**src/rtl/dot_scan_pkg.sv**
```systemverilog
// Shared types and fault codes for the dot-matrix scan capture block.
package dot_scan_pkg;

  typedef enum logic {
    ALIGN   = 1'b0,
    CAPTURE = 1'b1
  } state_e;

  typedef logic [1:0] err_code_t;

  localparam err_code_t ERR_NONE       = 2'd0;
  localparam err_code_t ERR_INCOMPLETE = 2'd1;
  localparam err_code_t ERR_MULTI_ROW  = 2'd2;
  localparam err_code_t ERR_STUCK      = 2'd3;

endpackage

```
**src/rtl/onehot8_decode.sv**
```systemverilog
// Classifies an 8-bit select vector as zero, one-hot or multi-hot and
// reports the index of the set bit.
module onehot8_decode (
  input  logic [7:0] vec_i,
  output logic [2:0] idx_o,
  output logic       is_onehot_o,
  output logic       is_zero_o,
  output logic       is_multi_o
);

  logic [3:0] ones;

  always_comb begin
    ones  = '0;
    idx_o = '0;
    for (int i = 0; i < 8; i++) begin
      if (vec_i[i]) begin
        ones  = ones + 4'd1;
        idx_o = 3'(i);
      end
    end
  end

  assign is_zero_o   = (ones == 4'd0);
  assign is_onehot_o = (ones == 4'd1);
  assign is_multi_o  = (ones > 4'd1);

endmodule

```
**src/rtl/dot_scan_capture.sv**
```systemverilog
// Rebuilds the 8x8 dot-matrix image from the multiplexed row/col scan lines
// and publishes complete, stable frames; flags incomplete, multi-row and stuck scans.
module dot_scan_capture
  import dot_scan_pkg::*;
#(
  parameter bit          ROW_ACTIVE_LOW = 1'b0,
  parameter bit          COL_ACTIVE_LOW = 1'b1,
  parameter int unsigned STABLE_TICKS   = 2,
  parameter int unsigned TIMEOUT_TICKS  = 64
) (
  input  logic        clk,
  input  logic        rst,
  input  logic        sample_en,
  input  logic [7:0]  dot_row,
  input  logic [7:0]  dot_col,
  output logic [63:0] frame,
  output logic        frame_valid,
  output logic [7:0]  row_seen,
  output logic        scan_err,
  output logic [1:0]  err_code
);

  localparam logic [3:0] STABLE_MAX  = 4'(STABLE_TICKS);
  localparam logic [7:0] TIMEOUT_MAX = 8'(TIMEOUT_TICKS);

  logic [7:0] r, c;
  logic [2:0] idx;
  logic       is_onehot, is_zero, is_multi;

  assign r = dot_row ^ {8{ROW_ACTIVE_LOW}};
  assign c = dot_col ^ {8{COL_ACTIVE_LOW}};

  onehot8_decode u_decode (
    .vec_i       (r),
    .idx_o       (idx),
    .is_onehot_o (is_onehot),
    .is_zero_o   (is_zero),
    .is_multi_o  (is_multi)
  );

  state_e          state_q, state_d;
  logic [7:0][7:0] shadow_q, shadow_d;
  logic [7:0]      row_seen_q, row_seen_d;
  logic [2:0]      prev_idx_q, prev_idx_d;
  logic [7:0]      prev_c_q, prev_c_d;
  logic [3:0]      stable_q, stable_d;
  logic [7:0]      timer_q, timer_d;
  logic [63:0]     frame_q, frame_d;
  logic            frame_valid_q, frame_valid_d;
  logic            scan_err_q, scan_err_d;
  err_code_t       err_code_q, err_code_d;
  logic            fault;
  err_code_t       fault_code;

  always_comb begin
    // NOTE: every next-state value starts from its register so no path infers a latch.
    state_d       = state_q;
    shadow_d      = shadow_q;
    row_seen_d    = row_seen_q;
    prev_idx_d    = prev_idx_q;
    prev_c_d      = prev_c_q;
    stable_d      = stable_q;
    timer_d       = timer_q;
    frame_d       = frame_q;
    frame_valid_d = 1'b0;
    scan_err_d    = 1'b0;
    err_code_d    = err_code_q;
    fault         = 1'b0;
    fault_code    = ERR_NONE;

    if (sample_en) begin
      case (state_q)
        ALIGN: begin
          if (is_onehot && idx == 3'd0) begin
            state_d    = CAPTURE;
            row_seen_d = '0;
            prev_idx_d = 3'd0;
            prev_c_d   = c;
            stable_d   = 4'd1;
            timer_d    = 8'd1;
            if (STABLE_MAX == 4'd1) begin
              shadow_d[0]   = c;
              row_seen_d[0] = 1'b1;
            end
          end
        end
        CAPTURE: begin
          if (is_multi) begin
            fault      = 1'b1;
            fault_code = ERR_MULTI_ROW;
          end else if (is_onehot && idx != prev_idx_q) begin
            // The entry sample counts as the first tick on the new row.
            prev_idx_d = idx;
            prev_c_d   = c;
            stable_d   = 4'd1;
            timer_d    = 8'd1;
            if (prev_idx_q == 3'd7 && idx == 3'd0) begin
              if (&row_seen_q) begin
                frame_d       = shadow_q;
                frame_valid_d = 1'b1;
              end else begin
                scan_err_d = 1'b1;
                err_code_d = ERR_INCOMPLETE;
              end
              row_seen_d = '0;
            end
            if (STABLE_MAX == 4'd1) begin
              shadow_d[idx]   = c;
              row_seen_d[idx] = 1'b1;
            end
          end else begin
            if (!is_zero) begin
              if (c != prev_c_q) begin
                prev_c_d = c;
                stable_d = 4'd1;
              end else if (stable_q < STABLE_MAX) begin
                stable_d = stable_q + 4'd1;
              end
              if (stable_d == STABLE_MAX) begin
                shadow_d[idx]   = c;
                row_seen_d[idx] = 1'b1;
              end
            end
            timer_d = timer_q + 8'd1;
            if (timer_d == TIMEOUT_MAX) begin
              fault      = 1'b1;
              fault_code = ERR_STUCK;
            end
          end
        end
      endcase
    end

    if (fault) begin
      state_d    = ALIGN;
      shadow_d   = '0;
      row_seen_d = '0;
      stable_d   = '0;
      timer_d    = '0;
      scan_err_d = 1'b1;
      err_code_d = fault_code;
    end
  end

  always_ff @(posedge clk) begin
    // NOTE: sequential state uses non-blocking assignments only.
    if (rst) begin
      state_q       <= ALIGN;
      // NOTE: the shadow image is reset too, so a fresh scan never sees stale rows.
      shadow_q      <= '0;
      row_seen_q    <= '0;
      prev_idx_q    <= '0;
      prev_c_q      <= '0;
      stable_q      <= '0;
      timer_q       <= '0;
      frame_q       <= '0;
      frame_valid_q <= 1'b0;
      scan_err_q    <= 1'b0;
      err_code_q    <= ERR_NONE;
    end else begin
      state_q       <= state_d;
      shadow_q      <= shadow_d;
      row_seen_q    <= row_seen_d;
      prev_idx_q    <= prev_idx_d;
      prev_c_q      <= prev_c_d;
      stable_q      <= stable_d;
      timer_q       <= timer_d;
      frame_q       <= frame_d;
      frame_valid_q <= frame_valid_d;
      scan_err_q    <= scan_err_d;
      err_code_q    <= err_code_d;
    end
  end

  assign frame       = frame_q;
  assign frame_valid = frame_valid_q;
  assign row_seen    = row_seen_q;
  assign scan_err    = scan_err_q;
  assign err_code    = err_code_q;

endmodule

```
**config.mk**
```make
export PLATFORM = sky130hd
export DESIGN_NAME = dot_scan_capture
export DESIGN_NICKNAME = d
export VERILOG_FILES = /design/src/rtl/dot_scan_pkg.sv /design/src/rtl/onehot8_decode.sv /design/src/rtl/dot_scan_capture.sv
export SDC_FILE = /design/constraint.sdc
export NUM_CORES = 1
export LEC_CHECK = 0
export CAP_MARGIN = 20
export CELL_PAD_IN_SITES_DETAIL_PLACEMENT = 1
export CELL_PAD_IN_SITES_GLOBAL_PLACEMENT = 1
export CORE_MARGIN = 2
export CORE_UTILIZATION = 37
export CTS_BUF_LIST = sky130_fd_sc_hd__clkbuf_4 sky130_fd_sc_hd__clkbuf_8 sky130_fd_sc_hd__clkbuf_16
export DETAILED_ROUTE_END_ITERATION = 10
export GPL_ROUTABILITY_DRIVEN = 0
export GPL_TIMING_DRIVEN = 0
export HOLD_SLACK_MARGIN = 0.06
export PLACE_DENSITY_LB_ADDON = 0.1
export SYNTH_ARGS = -nofsm -noshare
export SYNTH_HDL_FRONTEND = slang
export SYNTH_SLANG_ARGS = --single-unit
```
**constraint.sdc**
```tcl
create_clock -name clk -period 5.2 [get_ports clk]
set_clock_uncertainty 0.15 [all_clocks]
set_input_delay 0.78 -clock clk [delete_from_list [all_inputs] [get_ports clk]]
set_output_delay 0.78 -clock clk [all_outputs]
set_load 0.03 [all_outputs]
```
# == Yosys cells after proc, flatten, opt, wreduce, memory -nomap -nowiden ==
# Index checks and enable logic that the tools add are counted.
# totals
output_inout_bits,76
register_bits,164
# classes
mux,80
n_lt_le_gt_ge,4
bitwise,8
n_reduce_logical,21
addsub,9
n_eq_ne,15
# ops
op,n
8-bit two-way mux,15
4-bit two-way mux,18
64-bit bitwise mux,1
8-bit case mux with 2 select lines,3
4-bit by 1-bit adder with 4-bit output (second input constant),7
2-bit two-way mux,14
8-bit demux with 3-bit select,1
3-bit two-way mux,7
1-bit two-way mux,18
6-bit AND reduction,3
13-bit AND reduction,1
8-bit by 1-bit adder with 8-bit output (second input constant),1
8-bit by 7-bit equality test with 1-bit output (second input constant),1
8-bit != test,1
8-bit inverter,1
8-bit OR,1
4-bit case mux with 2 select lines,1
4-bit AND reduction,2
8-bit AND reduction,1
2-bit nonzero test,4
2-bit != test (second input constant),3
3-bit by 1-bit != test with 1-bit output (second input constant),2
3-bit by 2-bit != test with 1-bit output (second input constant),2
1-bit inverter,6
other kinds (19),23

# == Longest topological paths before layout ==
# depth
depth_word,27
depth_mapped,21

# == Cells and area by module ==
# Synthesis repeated with hierarchy kept, for this count alone.
# hier_totals
cells_unflattened,878
hier_area_um2,7985.2
# modules_own_cells
mod,area_each_um2,seq_area_each_um2,cells_per_inst,n_inst
dot_scan_capture,7095.6,3283.1,758,1
onehot8_decode,889.6,0.0,120,1

# == Least setup slack after synthesis ==
# Ideal clock, no wire load.
# synth_path
kind,input to register
startpoint,input port dot_row[0]
endpoint,register timer_q[4]
t_required_ns,4.976
stages,18
slack_ns,0.158
arrival_time_ns,4.818
setup_time_ns,0.074
path_cell_list,inv_1 > ha_1 > xnor3_2 > inv_1 > ha_1 > xor2_1 > nor2_1 > or3_1 > a31oi_1 > ha_1 > and2_1 > a211oi_1 > a211o_1 > o211ai_1 > and2_4 > buf_6 > or4_1 > a31oi_1
# synth_via
elab_chain_cells,22
elab_cells_between_ends,30
cone_classes,7 x add/sub; 1 x order compare; 3 x eq/ne; 15 x mux; 4 x reduce/logical
# synth_lines
item,line,source
start: declaration,dot_scan_capture.sv:14,"input logic [7:0] dot_row,"
1-bit two-way mux (*),onehot8_decode.sv:17,if (vec_i[i]) begin
1-bit by 1-bit adder with 2-bit output,onehot8_decode.sv:18,ones = ones + 4'd1;
4-bit two-way mux (*),onehot8_decode.sv:17,
4-bit by 1-bit adder with 4-bit output,onehot8_decode.sv:18,
4-bit two-way mux (*),onehot8_decode.sv:17,
4-bit by 1-bit adder with 4-bit output,onehot8_decode.sv:18,
4-bit two-way mux (*),onehot8_decode.sv:17,
4-bit by 1-bit adder with 4-bit output,onehot8_decode.sv:18,
[... 6 more ...],--,
4-bit two-way mux (*),onehot8_decode.sv:17,
4-bit by 1-bit equality test with 1-bit output,onehot8_decode.sv:25,assign is_onehot_o = (ones == 4'd1);
1-bit logical AND,dot_scan_capture.sv:91,end else if (is_onehot && idx != prev_idx_q) begin
1-bit two-way mux,dot_scan_capture.sv:91,
1-bit two-way mux,dot_scan_capture.sv:88,if (is_multi) begin
1-bit two-way mux,dot_scan_capture.sv:72,case (state_q)
1-bit two-way mux,dot_scan_capture.sv:71,if (sample_en) begin
2-bit OR reduction (no line),--,
end signal: assignment,dot_scan_capture.sv:167,timer_q <= timer_d;
end: declaration,dot_scan_capture.sv:47,"logic [7:0] timer_q, timer_d;"
# Mark *: on every way between the ends. The rest lies on a longest branch, timed or not. The select of a mux whose other input is x is not followed.
# A chain may end at the register's enable or synchronous reset.

# == Final worst setup path ==
# layout_path
startpoint,input port dot_row[1]
endpoint,register timer_q[4]
# layout_via
elab_chain_cells,20
elab_cells_between_ends,37
cone_classes,6 x add/sub; 1 x order compare; 4 x eq/ne; 21 x mux; 5 x reduce/logical
# layout_lines
item,line
4-bit two-way mux,onehot8_decode.sv:17
4-bit by 1-bit adder with 4-bit output,onehot8_decode.sv:18
4-bit two-way mux,onehot8_decode.sv:17
4-bit by 1-bit adder with 4-bit output,onehot8_decode.sv:18
4-bit two-way mux,onehot8_decode.sv:17
4-bit by 1-bit adder with 4-bit output,onehot8_decode.sv:18
4-bit two-way mux,onehot8_decode.sv:17
4-bit by 1-bit adder with 4-bit output,onehot8_decode.sv:18
[... 4 more ...],--
4-bit two-way mux,onehot8_decode.sv:17
4-bit by 1-bit equality test with 1-bit output,onehot8_decode.sv:25
1-bit logical AND,dot_scan_capture.sv:91
1-bit two-way mux,dot_scan_capture.sv:91
1-bit two-way mux,dot_scan_capture.sv:88
1-bit two-way mux,dot_scan_capture.sv:72
1-bit two-way mux,dot_scan_capture.sv:71
2-bit OR reduction (no line),--
# Parallel ways exist; a longest one is shown, timed or not. The select of a mux whose other input is x is not followed.

==> summary.md <==
| Metric | Value |
|---|---|
| Outcome | finished, final reports clean |
| Data arrival, critical path | 5090 ps |
| Placement row count | 51 |
| Critical Path, Cell by Cell | clkbuf_2, inv_1, ha_4, xnor2_4, inv_1, ha_4, nand3b_1, mux2i_2, a211oi_2, inv_1, ha_1, nand2_1, xor2_2, xnor2_2, a211o_1, a211o_1, a211o_1, and2_4, buf_6, or4_1, a31oi_1 |
| Overall power consumption | 0.00289 W |
| Dominant synthesized flop cell | dfxtp_1 |
| Core area | 0.0193 mm2 |
| Nets | 997 |
| Peak VDD IR | 0.252 mV |
| Minimum hold slack | 304 ps |
| Detailed-routed wire length on met3 | 766 um |
| Vias per cell | 5.14 |
| Longest Clk Path Bufs | 2 |
| Pre-Repair DR Iteration Count | 4 |
| TritonCTS clock tree | yes |
| Net count after synthesis | 872 |
| Share of the synthesized area in the top cell type | 0.455 |
| Sort of element at the end of the critical path | flip-flop |
| Routed WL | 21.9 mm |
| Leading post-synthesis cells by cell area | dfxtp_1 (45%), mux2i_1 (9.1%), nand2_1 (8.0%), a21oi_1 (5.4%), nor2_1 (4.8%) |
| Antenna violations before repair | 0 |
| Worst Path Buf+Inv | 5 |
| H-tree level count | 4 |
| Wire length of the first global-routing pass | 34.5 mm |
| Max Clk Rate | 205 MHz |
| YS warnings | 0 |
| Library cell contributing the largest single delay on the critical path | or4_1 |
| Drc violations | 0 |
| P&R area growth vs syn | 29.2% |
| Type of element launching the critical path | input pin |
| Slew at the pin closest to its max-slew limit | 804 ps |
| Data required time at the worst endpoint | 5410 ps |
| Clock-pin slew reported for the worst setup and hold paths after clock tree synthesis | 70 ps |
| First-iteration detailed-routing DRC count | 249 |
| Maximum cell stage delay along the critical path | 500 ps |
| Post-Synthesis Cells | 842 |
| Register-to-register path setup slack | 2270 ps |
| Number of buffers inserted for hold repair after clock tree synthesis | 0 |
| Worst relative slew slack | 0.457 |
| Die extent in y | 144 um |
| Utilization of the core after routing | 0.483 |
| MaxCap Viol Count | 0 |
| Ratio of total power to cell area | 310 mW/mm2 |
| Routed WL per cell | 17.6 um |
| Number of nets with antenna violations after detailed routing | 0 |
| Post-synth cell types | 63 |
| Highest net fanout along the worst path | 10 |
| Clock insertion delay at the later pin of the skew report | 420 ps |
| Met2 wire length | 10.7 mm |
| Count of flip-flops with a built-in enable after synthesis | 0 |
| Die W | 144 um |
| Post-synthesis instance area | 0.00722 mm2 |
| Leakage power | 3.41 nW |
| Wire length the detailed router placed on met1 | 10.1 mm |
| Fraction of final layout cells with drive strength greater than 1 | 0.112 |
| Port bufs | 91 |
| Area leader, netlist | dfxtp_1 |
| Number of failing setup endpoints in the final timing report | 0 |
| Worst min-delay path class | flip-flop to flip-flop |
| Syn_area_per_cell | 8.58 um2 |
| Effective utilization at floorplan | 0.374 |
| ANT cells | 0 |
| Grt total ovfl | 0 |
| Number of filler cells placed in the layout | 2,261 |
| Via count | 6,405 |
| Pin count of the biggest net entering global routing | 18 |
| Die area | 0.0207 mm2 |
| Period utilisation layout | 0.938 |
| Async set or reset register ratio after synthesis | 0 |
| Total count of max-transition violations in the final report | 0 |
| Final hold viol count | 0 |
| Library cell with the highest instance count after synthesis | dfxtp_1 |
| Highest metal used | met4 |
| Root Buffer Master | clkbuf_16 |
| Global-route usage over all layers | 0.216 |
| Largest delay share family, worst path | compound AO/OA/AOI/OAI gates |
| Leading post-synthesis cells by instance count | dfxtp_1 (164), nand2_1 (154), nor2_1 (92), a21oi_1 (78), mux2i_1 (66) |
| Clk sinks | 164 |
| Final critical delay including setup and external delays | 4880 ps |
| Setup repair after global routing missed its margin | false |
| Seq/Total Area, Yosys | 0.455 |
| Total half-perimeter wirelength after legalization and detailed placement | 15.4 mm |
| Synthesized flop and latch total | 164 |
| Type of the setup path with the least slack | input pin to flip-flop |
| Number of global-route vias before repair | 6,510 |
| Number of placed I/O pins | 95 |
| CTS buffer count | 17 |
==> cell families after synthesis <==
kind of cell	count (synthesis)	synth area share
simple gates	335	0.207
flops	164	0.455
compound gates	160	0.139
buf+inv	75	0.0466
mux	67	0.0930
xor+xnor	30	0.0414
fa+ha+maj	11	0.0191
==> layout by cell type (no fill, tap or decap), types with 4 or more instances in the layout <==
| cell type | n |
|---|---|
| clkbuf_1 | 21 |
| nor4_1 | 9 |
| a41oi_1 | 7 |
| nor3_1 | 15 |
| mux2i_1 | 64 |
| dfxtp_1 | 164 |
| nand4_1 | 6 |
| a21oi_1 | 77 |
| or4_1 | 4 |
| nand3_1 | 18 |
| nand2b_1 | 6 |
| xnor2_1 | 16 |
| o21ai_0 | 14 |
| nor4b_1 | 4 |
| clkdlybuf4s50_1 | 88 |
| inv_6 | 5 |
| ha_1 | 9 |
| buf_4 | 20 |
| buf_2 | 16 |
| nor2_1 | 92 |
| clkbuf_2 | 6 |
| clkbuf_16 | 17 |
| xor2_1 | 7 |
| a211o_1 | 5 |
| a31oi_1 | 11 |
| and3_1 | 5 |
| nand2_1 | 154 |
| inv_1 | 20 |
| a211oi_1 | 12 |
| inv_8 | 4 |
==> timing repair <==
action                     CTS  global route
setup buffers                6             9
setup endpoints to repair  163           158
gates resized for setup     30            12
pin swaps                    6            11
==> metal layers <==
| metal | global-route usage | up-vias |
|---|---|---|
| li1 | - | 3158 |
| met1 | 0.277 | 3129 |
| met2 | 0.371 | 99 |
| met3 | 0.0417 | 19 |
| met4 | 0.0562 | 0 |
| met5 | 0 | - |
==> cell type report <==
cell class	count	area, um2	share of cell area
sequential	164	3280	0.352
inverter	22	85.1	0.00912
buffer	53	274	0.0294
multi-input combinational	603	3750	0.402
timing repair buffer	106	1040	0.111
tap	265	332	0.0355
clock buffer	18	439	0.0471
clock inverter	14	136	0.0146
==> through the flow <==
| stage | setup TNS [ps] | cell area (um2) | worst slack [ps] | cells |
|---|---|---|---|---|
| detailed placement | -191180 | 8470 | -1430 | 1198 |
| CTS | 0 | 9230 | 0.310 | 1236 |
| global route | 0 | 9330 | 79.8 | 1245 |
| global placement | -187040 | 8470 | -1380 | 1198 |
| finish | 0 | 9330 | 320 | 1245 |
| floorplan | 0 | 7220 | 158 | 842 |
==> sequential cells by signal, summed over array words and instances, names as in the netlist <==
signal and cells:
err_code 2, frame_valid 1, row_seen 8, state_q 1, scan_err 1, shadow_q 64
timer_q 8, stable_q 4, frame 64, prev_c_q 8, prev_idx_q 3
==> worst paths after layout <==
kind / startpoint / end / cells past startpoint
hold / removal: frame[52] / frame[52] / 2
setup reg to reg: prev_idx_q[0] / shadow_q[44] / 10
setup / recovery: dot_row[1] / timer_q[4] / 21
hold reg to reg: frame[52] / frame[52] / 2
==> power breakdown <==
part	leakage, nW	switching [W]	internal [W]
sequential	1.32	0.000000255	0.00126
clock	0.287	0.000577	0.000650
combinational	1.80	0.000256	0.000153
total	3.41	0.000833	0.00206
==> tightest hold or removal path: cells and delay by family (launching register included) <==
family	cells	cell delay [ps]
DFF	1	310
and+or+nand+nor	1	50
AOI/OAI and AO/OA	1	50
No activity file was read; power rests on OpenSTA's default activity.
